===== src/rtl/pow_5_pkg.sv =====
// Shared definitions for the round-robin x^5 scheduler: state encoding,
// multiply count and the requester-id width helper.
package pow_5_pkg;

    typedef enum logic [1:0] {
        ST_IDLE = 2'd0,
        ST_MUL  = 2'd1,
        ST_RESP = 2'd2
    } state_t;

    localparam int MUL_COUNT = 4;

    // Width of an index into n entries, never less than one bit.
    function automatic int calc_id_w(input int n);
        for (int r = 1; r < 32; r++) begin
            if ((1 << r) >= n) return r;
        end
        return 32;
    endfunction

endpackage


===== src/rtl/pow_5_rr_scheduler_rr_arbiter.sv =====
// Combinational round-robin arbiter: picks the first asserted request
// searching upward from last_grant+1, wrapping modulo n_req.
module rr_arbiter
    import pow_5_pkg::*;
#(
    parameter int n_req = 4,
    localparam int id_w = calc_id_w(n_req)
) (
    input  logic [n_req-1:0] req,
    input  logic [id_w-1:0]  last_grant,
    input  logic             en,
    output logic [n_req-1:0] gnt,
    output logic [id_w-1:0]  gnt_idx,
    output logic             any
);

    always_comb begin
        gnt     = '0;
        gnt_idx = '0;
        any     = 1'b0;
        for (int k = 1; k <= n_req; k++) begin
            if (en && !any && req[(int'(last_grant) + k) % n_req]) begin
                any = 1'b1;
                gnt[(int'(last_grant) + k) % n_req] = 1'b1;
                gnt_idx = id_w'((int'(last_grant) + k) % n_req);
            end
        end
    end

endmodule


===== src/rtl/pow_5_rr_scheduler.sv =====
// Shares one x^5 engine between n_req requesters; a granted argument is
// multiplied into itself four times and returned tagged with its requester id.
module pow_5_rr_scheduler
    import pow_5_pkg::*;
#(
    parameter int w     = 8,
    parameter int n_req = 4,
    localparam int id_w = calc_id_w(n_req)
) (
    input  logic               clk,
    input  logic               rst_n,
    input  logic [n_req-1:0]   req_vld,
    input  logic [n_req*w-1:0] req_arg,
    output logic [n_req-1:0]   req_rdy,
    output logic               res_vld,
    output logic [id_w-1:0]    res_id,
    output logic [w-1:0]       res,
    output logic               busy,
    output logic [1:0]         dbg_state
);

    // Handshake: requester i transfers when req_vld[i] && req_rdy[i] at a rising
    // edge; req_rdy is one-hot or zero and only asserted in IDLE.

    state_t          state_q, state_d;
    logic [1:0]      cnt_q, cnt_d;
    logic [w-1:0]    arg_q, arg_d;
    logic [w-1:0]    mul_q, mul_d;
    logic [id_w-1:0] id_q, id_d;
    logic [id_w-1:0] last_grant_q, last_grant_d;
    logic            res_vld_q, res_vld_d;
    logic [w-1:0]    res_q, res_d;
    logic [id_w-1:0] res_id_q, res_id_d;

    logic [id_w-1:0] gnt_idx;
    logic            gnt_any;
    logic [w-1:0]    sel_arg;

    rr_arbiter #(.n_req(n_req)) u_arb (
        .req        (req_vld),
        .last_grant (last_grant_q),
        .en         ((state_q == ST_IDLE) && rst_n),
        .gnt        (req_rdy),
        .gnt_idx    (gnt_idx),
        .any        (gnt_any)
    );

    assign sel_arg = req_arg[int'(gnt_idx)*w +: w];

    always_comb begin
        state_d      = state_q;
        cnt_d        = cnt_q;
        arg_d        = arg_q;
        mul_d        = mul_q;
        id_d         = id_q;
        last_grant_d = last_grant_q;
        res_vld_d    = 1'b0;
        res_d        = res_q;
        res_id_d     = res_id_q;
        case (state_q)
            ST_IDLE: begin
                if (gnt_any) begin
                    arg_d        = sel_arg;
                    mul_d        = sel_arg;
                    id_d         = gnt_idx;
                    last_grant_d = gnt_idx;
                    cnt_d        = 2'd0;
                    state_d      = ST_MUL;
                end
            end
            ST_MUL: begin
                mul_d = mul_q * arg_q;
                cnt_d = cnt_q + 2'd1;
                // Result registers load on the last multiply so RESP drives flops.
                if (cnt_q == 2'(MUL_COUNT - 1)) begin
                    state_d   = ST_RESP;
                    res_vld_d = 1'b1;
                    res_d     = mul_q * arg_q;
                    res_id_d  = id_q;
                end
            end
            ST_RESP: state_d = ST_IDLE;
            default: state_d = ST_IDLE;
        endcase
    end

    always_ff @(posedge clk or negedge rst_n) begin
        if (!rst_n) begin
            state_q      <= ST_IDLE;
            cnt_q        <= 2'd0;
            arg_q        <= '0;
            mul_q        <= '0;
            id_q         <= '0;
            last_grant_q <= id_w'(n_req - 1);
            res_vld_q    <= 1'b0;
            res_q        <= '0;
            res_id_q     <= '0;
        end else begin
            state_q      <= state_d;
            cnt_q        <= cnt_d;
            arg_q        <= arg_d;
            mul_q        <= mul_d;
            id_q         <= id_d;
            last_grant_q <= last_grant_d;
            res_vld_q    <= res_vld_d;
            res_q        <= res_d;
            res_id_q     <= res_id_d;
        end
    end

    assign res_vld   = res_vld_q;
    assign res       = res_q;
    assign res_id    = res_id_q;
    assign busy      = (state_q != ST_IDLE);
    assign dbg_state = state_q;

endmodule

===== config.mk =====
export PLATFORM = sky130hd
export DESIGN_NAME = pow_5_rr_scheduler
export DESIGN_NICKNAME = d
export VERILOG_FILES = /design/src/rtl/pow_5_pkg.sv /design/src/rtl/pow_5_rr_scheduler_rr_arbiter.sv /design/src/rtl/pow_5_rr_scheduler.sv
export SDC_FILE = /design/constraint.sdc
export NUM_CORES = 1
export LEC_CHECK = 0
export CORE_ASPECT_RATIO = 1.2
export CORE_MARGIN = 4
export CORE_UTILIZATION = 26
export CTS_CLUSTER_DIAMETER = 60
export CTS_CLUSTER_SIZE = 16
export DETAILED_ROUTE_END_ITERATION = 12
export GPL_TIMING_DRIVEN = 0
export PLACE_DENSITY_LB_ADDON = 0.12
export SLEW_MARGIN = 15
export SYNTH_ARGS = -nofsm -noshare
export SYNTH_HDL_FRONTEND = slang
export SYNTH_HIERARCHICAL = 1
export SYNTH_SLANG_ARGS = --single-unit

===== constraint.sdc =====
create_clock -name clk -period 4.85 [get_ports clk]
set_input_delay 0.97 -clock clk [delete_from_list [all_inputs] [get_ports clk]]
set_output_delay 0.97 -clock clk [all_outputs]
set_load 0.05 [all_outputs]

# After elaboration in Yosys (flattened, before gate mapping)

Cells that the tools add are included.

Register bits: 35
Output and inout bits: 18
Word-level logic and storage cells: 102

Bitwise operators: 7
Add/sub/neg operators: 5
$lt $le $gt $ge: 8
Reductions and logical operators: 26
Equality and inequality tests: 4
Multiply operators: 1
Shift operators: 1
Muxes and demuxes: 41

Operators with widths:

| kind                                                        | number |
|---|---|
| variable part select 32 x 6 -> 8 bit                        | 1 |
| 2-to-1 mux 1 bit                                            | 18 |
| less-than comparator 3 x 4 -> 1 bit (second input constant) | 4 |
| 2-to-1 mux 4 bit                                            | 4 |
| one-hot mux 8 bit (2 select lines)                          | 1 |
| 2-to-1 mux 2 bit                                            | 7 |
| >= comparator 3 x 1 -> 1 bit (second input constant)        | 4 |
| logical AND 1 bit                                           | 12 |
| OR 4 bit                                                    | 3 |
| binary-select mux 1 bit (select 2 bit)                      | 4 |
| demux 1 bit (select 2 bit)                                  | 4 |
| multiplier 8 x 8 -> 8 bit                                   | 1 |
| 2-to-1 mux 8 bit                                            | 1 |
| one-hot mux 2 bit (2 select lines)                          | 2 |
| AND reduction 2 bit                                         | 4 |
| OR reduction 2 bit                                          | 4 |
| adder 2 x 1 -> 2 bit (second input constant)                | 3 |
| adder 2 bit (second input constant)                         | 2 |
| AND 1 bit (first input constant)                            | 4 |
| != test 2 bit (second input constant)                       | 2 |
| nonzero test 2 bit                                          | 2 |
| zero test 1 bit                                             | 3 |
| == test 2 x 1 -> 1 bit (second input constant)              | 1 |
| == test 2 bit (second input constant)                       | 1 |
| zero test 2 bit                                             | 1 |

# Logic depth before layout (Yosys ltp)

Depth after elaboration: 23
Depth in mapped cells: 14
Gate-level depth less buffers: 14

# Modules after synthesis

Netlist, hierarchy kept.

By module, submodules not included:

| module             | cells each | sequential area each (sq um) | area each (sq um) | instances |
|---|---|---|---|---|
| pow_5_rr_scheduler | 227        | 878.3                        | 2406.1            | 1 |
| rr_arbiter         | 65         | 0.0                          | 521.8             | 1 |

# Worst setup path after synthesis

OpenSTA, ideal clock, no wires.

Path type: reg-to-reg
Start: register mul_q[1]
End: register mul_q[7]
Stages on the path, launching flop included: 14
Required time: 4.724 ns
Library setup time: 0.126 ns
Arrival: 3.965 ns
Slack: 0.759 ns
Cells stage by stage: dfrtp_1 -> nand2_1 -> fa_1 -> fa_1 -> inv_1 -> fa_1 -> inv_1 -> fa_1 -> inv_1 -> ha_1 -> a21oi_1 -> xnor3_1 -> xnor3_1 -> a221o_1

Cells in the longest elaborated chain, start to end: 2

Ends and longest elaborated chain:

| element                            | line                      | RTL |
|---|---|---|
| from (decl)                        | pow_5_rr_scheduler.sv:28  | `logic [w-1:0] mul_q, mul_d;` |
| from (signal assigned)             | pow_5_rr_scheduler.sv:102 | `mul_q <= mul_d;` |
| multiplier 8 x 8 -> 8 bit          | pow_5_rr_scheduler.sv:72  | `mul_d = mul_q * arg_q;` |
| one-hot mux 8 bit (2 select lines) | pow_5_rr_scheduler.sv:60  | `case (state_q)` |

Every way passes these cells.
A chain may end at the register's enable or synchronous reset.

# Worst setup path after layout

Start: input port req_vld[3]
End: output port req_rdy[3]

Cells in the longest elaborated chain, start to end: 17
Elaborated cells between the ends (all ways): 32
Those cells by class: mux: 19; bitwise: 3; reduce/logical: 10

Ends and longest elaborated chain:

| element                                             | line                                | RTL |
|---|---|---|
| from (decl)                                         | pow_5_rr_scheduler.sv:12            | `input logic [n_req-1:0] req_vld,` |
| binary-select mux 1 bit (select 2 bit)              | pow_5_rr_scheduler_rr_arbiter.sv:22 | `if (en && !any && req[(int'(last_grant) + k) % n_req]) begin` |
| 2-to-1 mux 1 bit (implied by the code) (2 in a row) | pow_5_rr_scheduler_rr_arbiter.sv:22 |  |
| logical AND 1 bit                                   | pow_5_rr_scheduler_rr_arbiter.sv:22 |  |
| 2-to-1 mux 1 bit                                    | pow_5_rr_scheduler_rr_arbiter.sv:22 |  |
| zero test 1 bit                                     | pow_5_rr_scheduler_rr_arbiter.sv:22 |  |
| logical AND 1 bit (2 in a row)                      | pow_5_rr_scheduler_rr_arbiter.sv:22 |  |
| 2-to-1 mux 1 bit                                    | pow_5_rr_scheduler_rr_arbiter.sv:22 |  |
| zero test 1 bit                                     | pow_5_rr_scheduler_rr_arbiter.sv:22 |  |
| logical AND 1 bit (2 in a row)                      | pow_5_rr_scheduler_rr_arbiter.sv:22 |  |
| 2-to-1 mux 1 bit                                    | pow_5_rr_scheduler_rr_arbiter.sv:22 |  |
| zero test 1 bit                                     | pow_5_rr_scheduler_rr_arbiter.sv:22 |  |
| logical AND 1 bit (2 in a row)                      | pow_5_rr_scheduler_rr_arbiter.sv:22 |  |
| 2-to-1 mux 4 bit *                                  | pow_5_rr_scheduler_rr_arbiter.sv:22 |  |
| to (decl)                                           | pow_5_rr_scheduler.sv:14            | `output logic [n_req-1:0] req_rdy,` |

Mark *: on every way between the ends. The rest lies on a longest branch, timed or not. The select of a mux whose other input is x is not followed.

==> results.toml <==
[outcome]
run_status = "finished clean"

[place]
dp_slack_ns = 0.338
port_buffers = 55
gp_congestion = 0.784
place_hpwl_um = 6110
dpl.cell_count = 480

[final_layout]
diodes = 0
seq_area_um2 = 878
layout-drive-gt1-share = 0.124
fill_cells = 1163
final_common_cell = "clkdlybuf4s50_1"
instances_no_fill = 488
nets = 429
layout_common_cells = "54 x clkdlybuf4s50_1, 49 x nand2_1, 33 x dfrtp_1"
multi_input_area_um2 = 1880
syn_to_final_growth_pct = 30.8

[cts]
cts_root_buffer = "clkbuf_16"
post_cts_buffers = 0
insertion_delay_ns = 0.28
cts.path.max_buffers = 2
post_cts_resized = 0
htree_levels = 2
ctsHoldBuffers = 0
tritoncts = "built"
cts_sinks = 35
cts_buffers = 5
clk_pin_slew_ns = 0.06

[floorplanning]
die_h_um = 124
io_pins = 56
coreArea_um2 = 11000
initial_utilization = 0.265
die_area_um2 = 13000
die_w_um = 105
rows = 42

[logic_synthesis]
syn-num-nets = 366
yosysWarningCount = 6
synthArstFlopShare = 1.00
synth_area_per_cell_um2 = 10.0
synthFlopType = "dfrtp_1"
ys_ff_latch = 35
synth_edf_count = 0
yosysSeqAreaShare = 0.300
syn_area_um2 = 2930
ys_types = 44
synthCells = 292

[power_and_ir_drop]
p_per_area_nw_per_um2 = 643
cellLeakagePower_nw = 1.79
ir_worst_vdd_v = 0.000192

[timing]
finalWorstSetupSlack_ns = 0.321
fin_skew_ns = 0.00722
rsz0062_at_grt = "false"
fmax_mhz = 221
worst_pin_slew_ns = 0.665
drv_slew = 0
layout_min_cycle_time_ns = 4.53
slew-limit-headroom = 0.555
hold_viol = 0
finalSetupViolCount = 0
setup_tns_ns = 0
period_share = 0.934

[setup_path]
crit_family = "buffers and inverters"
cp.buffers_inverters = 2
cp_max_fo = 7
critPathArrivalTime_ns = 3.56
end_kind = "primary output"
critPathMaxStageDelay_ns = 0.80
required_ns = 3.88
critPathLaunchType = "input pin"
slowest_stage = "clkdlybuf4s50_1"
worstSetupPathType = "input pin to primary output"
critical_path.most_common_cell = "clkdlybuf4s50_1"
path_cells = "clkdlybuf4s50_1 > mux2i_1 > o2111ai_1 > a211oi_2 > a221o_1 > clkdlybuf4s50_1"

[grt]
antenna_found_initial = 0
globalRouteOverflowTotal = 0
grt_max_degree = 33
grt_use_total = 0.119
grt_pass1_wl_um = 12600
grt_pass1_vias = 2452

[route]
initialDrtViolationCount = 62
wl_per_cell_um = 15.4
drt_pass1_iterations = 4
postRouteAntennaNets = 0
viasPerCell = 4.67
drcViolationCount = 0
routed_wl_um = 7510
via_count = 2279

[flow_run]
drv_cap = 0

[worst_hold_path]
worstHoldPathType = "flip-flop to flip-flop"
[final timing paths]
check	cells past startpoint	slack, ns	start	end
worst min register to register	2	0.47	res[5]	res[5]
worst max register to register	13	0.38	mul_q[1]	mul_q[7]
worst max-delay path	6	0.32	req_vld[3]	req_rdy[3]
min in group asynchronous	1	0.50	rst_n	res[0]
worst min-delay path	2	0.47	res[5]	res[5]
max in group asynchronous	2	3.89	rst_n	last_grant_q[0]
[layer usage]
metal / vias to the layer above / track usage / wire [µm]
li1: 1135 / - / -
met1: 1089 / 0.149 / 3260
met2: 47 / 0.211 / 3850
met3: 8 / 0.0177 / 295
met4: 0 / 0.0371 / 104
met5: - / 0 / 0
[cell families (layout without fill, tap and decap cells)]
group / Yosys count / count (layout) / share of synthesized area
and+or+nand+nor: 92 / 92 / 0.154
AOI/OAI and AO/OA: 52 / 52 / 0.134
buffers and inverters: 41 / 105 / 0.0585
adders and majority gates: 36 / 36 / 0.185
DFF: 35 / 35 / 0.300
muxes: 22 / 22 / 0.118
xor gates and xnor gates: 14 / 14 / 0.0513
[cells in the mapped netlist (2+ instances only)]
master | n | area share
a211oi_2 | 2 | 0.0085
a21o_1 | 8 | 0.021
a221o_1 | 8 | 0.027
nand2_1 | 49 | 0.063
inv_1 | 32 | 0.041
a31o_1 | 4 | 0.012
nand2b_1 | 2 | 0.0043
or3_1 | 2 | 0.0043
dfstp_2 | 2 | 0.018
nor2_1 | 4 | 0.0051
o21ai_0 | 12 | 0.021
mux2i_1 | 4 | 0.014
nor2b_1 | 2 | 0.0043
ha_1 | 24 | 0.10
mux2_2 | 8 | 0.031
a21oi_1 | 7 | 0.012
xnor2_1 | 9 | 0.027
and2_1 | 15 | 0.032
mux4_2 | 9 | 0.069
clkbuf_1 | 5 | 0.0064
and2_2 | 4 | 0.010
and3_1 | 10 | 0.021
xor2_1 | 3 | 0.0090
fa_1 | 12 | 0.082
dfrtp_1 | 33 | 0.28
xnor3_1 | 2 | 0.015
buf_6 | 2 | 0.0077
buf_2 | 2 | 0.0034
[worst register-to-register path, delay by kind of cell, from the launching register on]
family | cells | cell delay, ns
fa+ha+maj | 5 | 2.38
xor+xnor | 2 | 0.66
flops | 1 | 0.52
compound gates | 2 | 0.52
simple gates | 1 | 0.14
buf+inv | 3 | 0.14
[state kept, by name, summed over array words and instances, names as in the netlist, 2 cells and up]
name and cells:
dbg_state 2, res_id 2, mul_q 8, id_q 2, last_grant_q 2, cnt_q 2
arg_q 8, res 8
[power breakdown]
part / internal (mW) / switching [mW]
Sequential: 0.425 / 0.131
Clock: 0.244 / 0.128
Combinational: 0.661 / 0.872
Total: 1.33 / 1.13
[area by class of cell]
type                       count  share of cell area
tap                          132              0.0431
multi-input combinational    216               0.490
clock inverter                 3              0.0121
buffer                         9              0.0134
timing repair buffer          56               0.148
inverter                      32              0.0314
sequential                    35               0.229
clock buffer                   5              0.0327
[metrics by stage]
| stage | instance area [µm²] | total power, mW | utilization | hold slack (ns) |
|---|---|---|---|---|
| 2_1_floorplan | 2930 | 1.65 | - | 0.442 |
| 3_3_place_gp | 3640 | 2.13 | 0.330 | 0.460 |
| 3_5_place_dp | 3660 | 2.14 | 0.332 | 0.467 |
| 4_1_cts | 3830 | 2.52 | 0.347 | 0.481 |
| 5_1_grt | 3830 | 2.70 | 0.347 | 0.498 |
| 6_report | 3830 | 2.46 | 0.347 | 0.475 |
No activity file was read; power rests on OpenSTA's default activity.
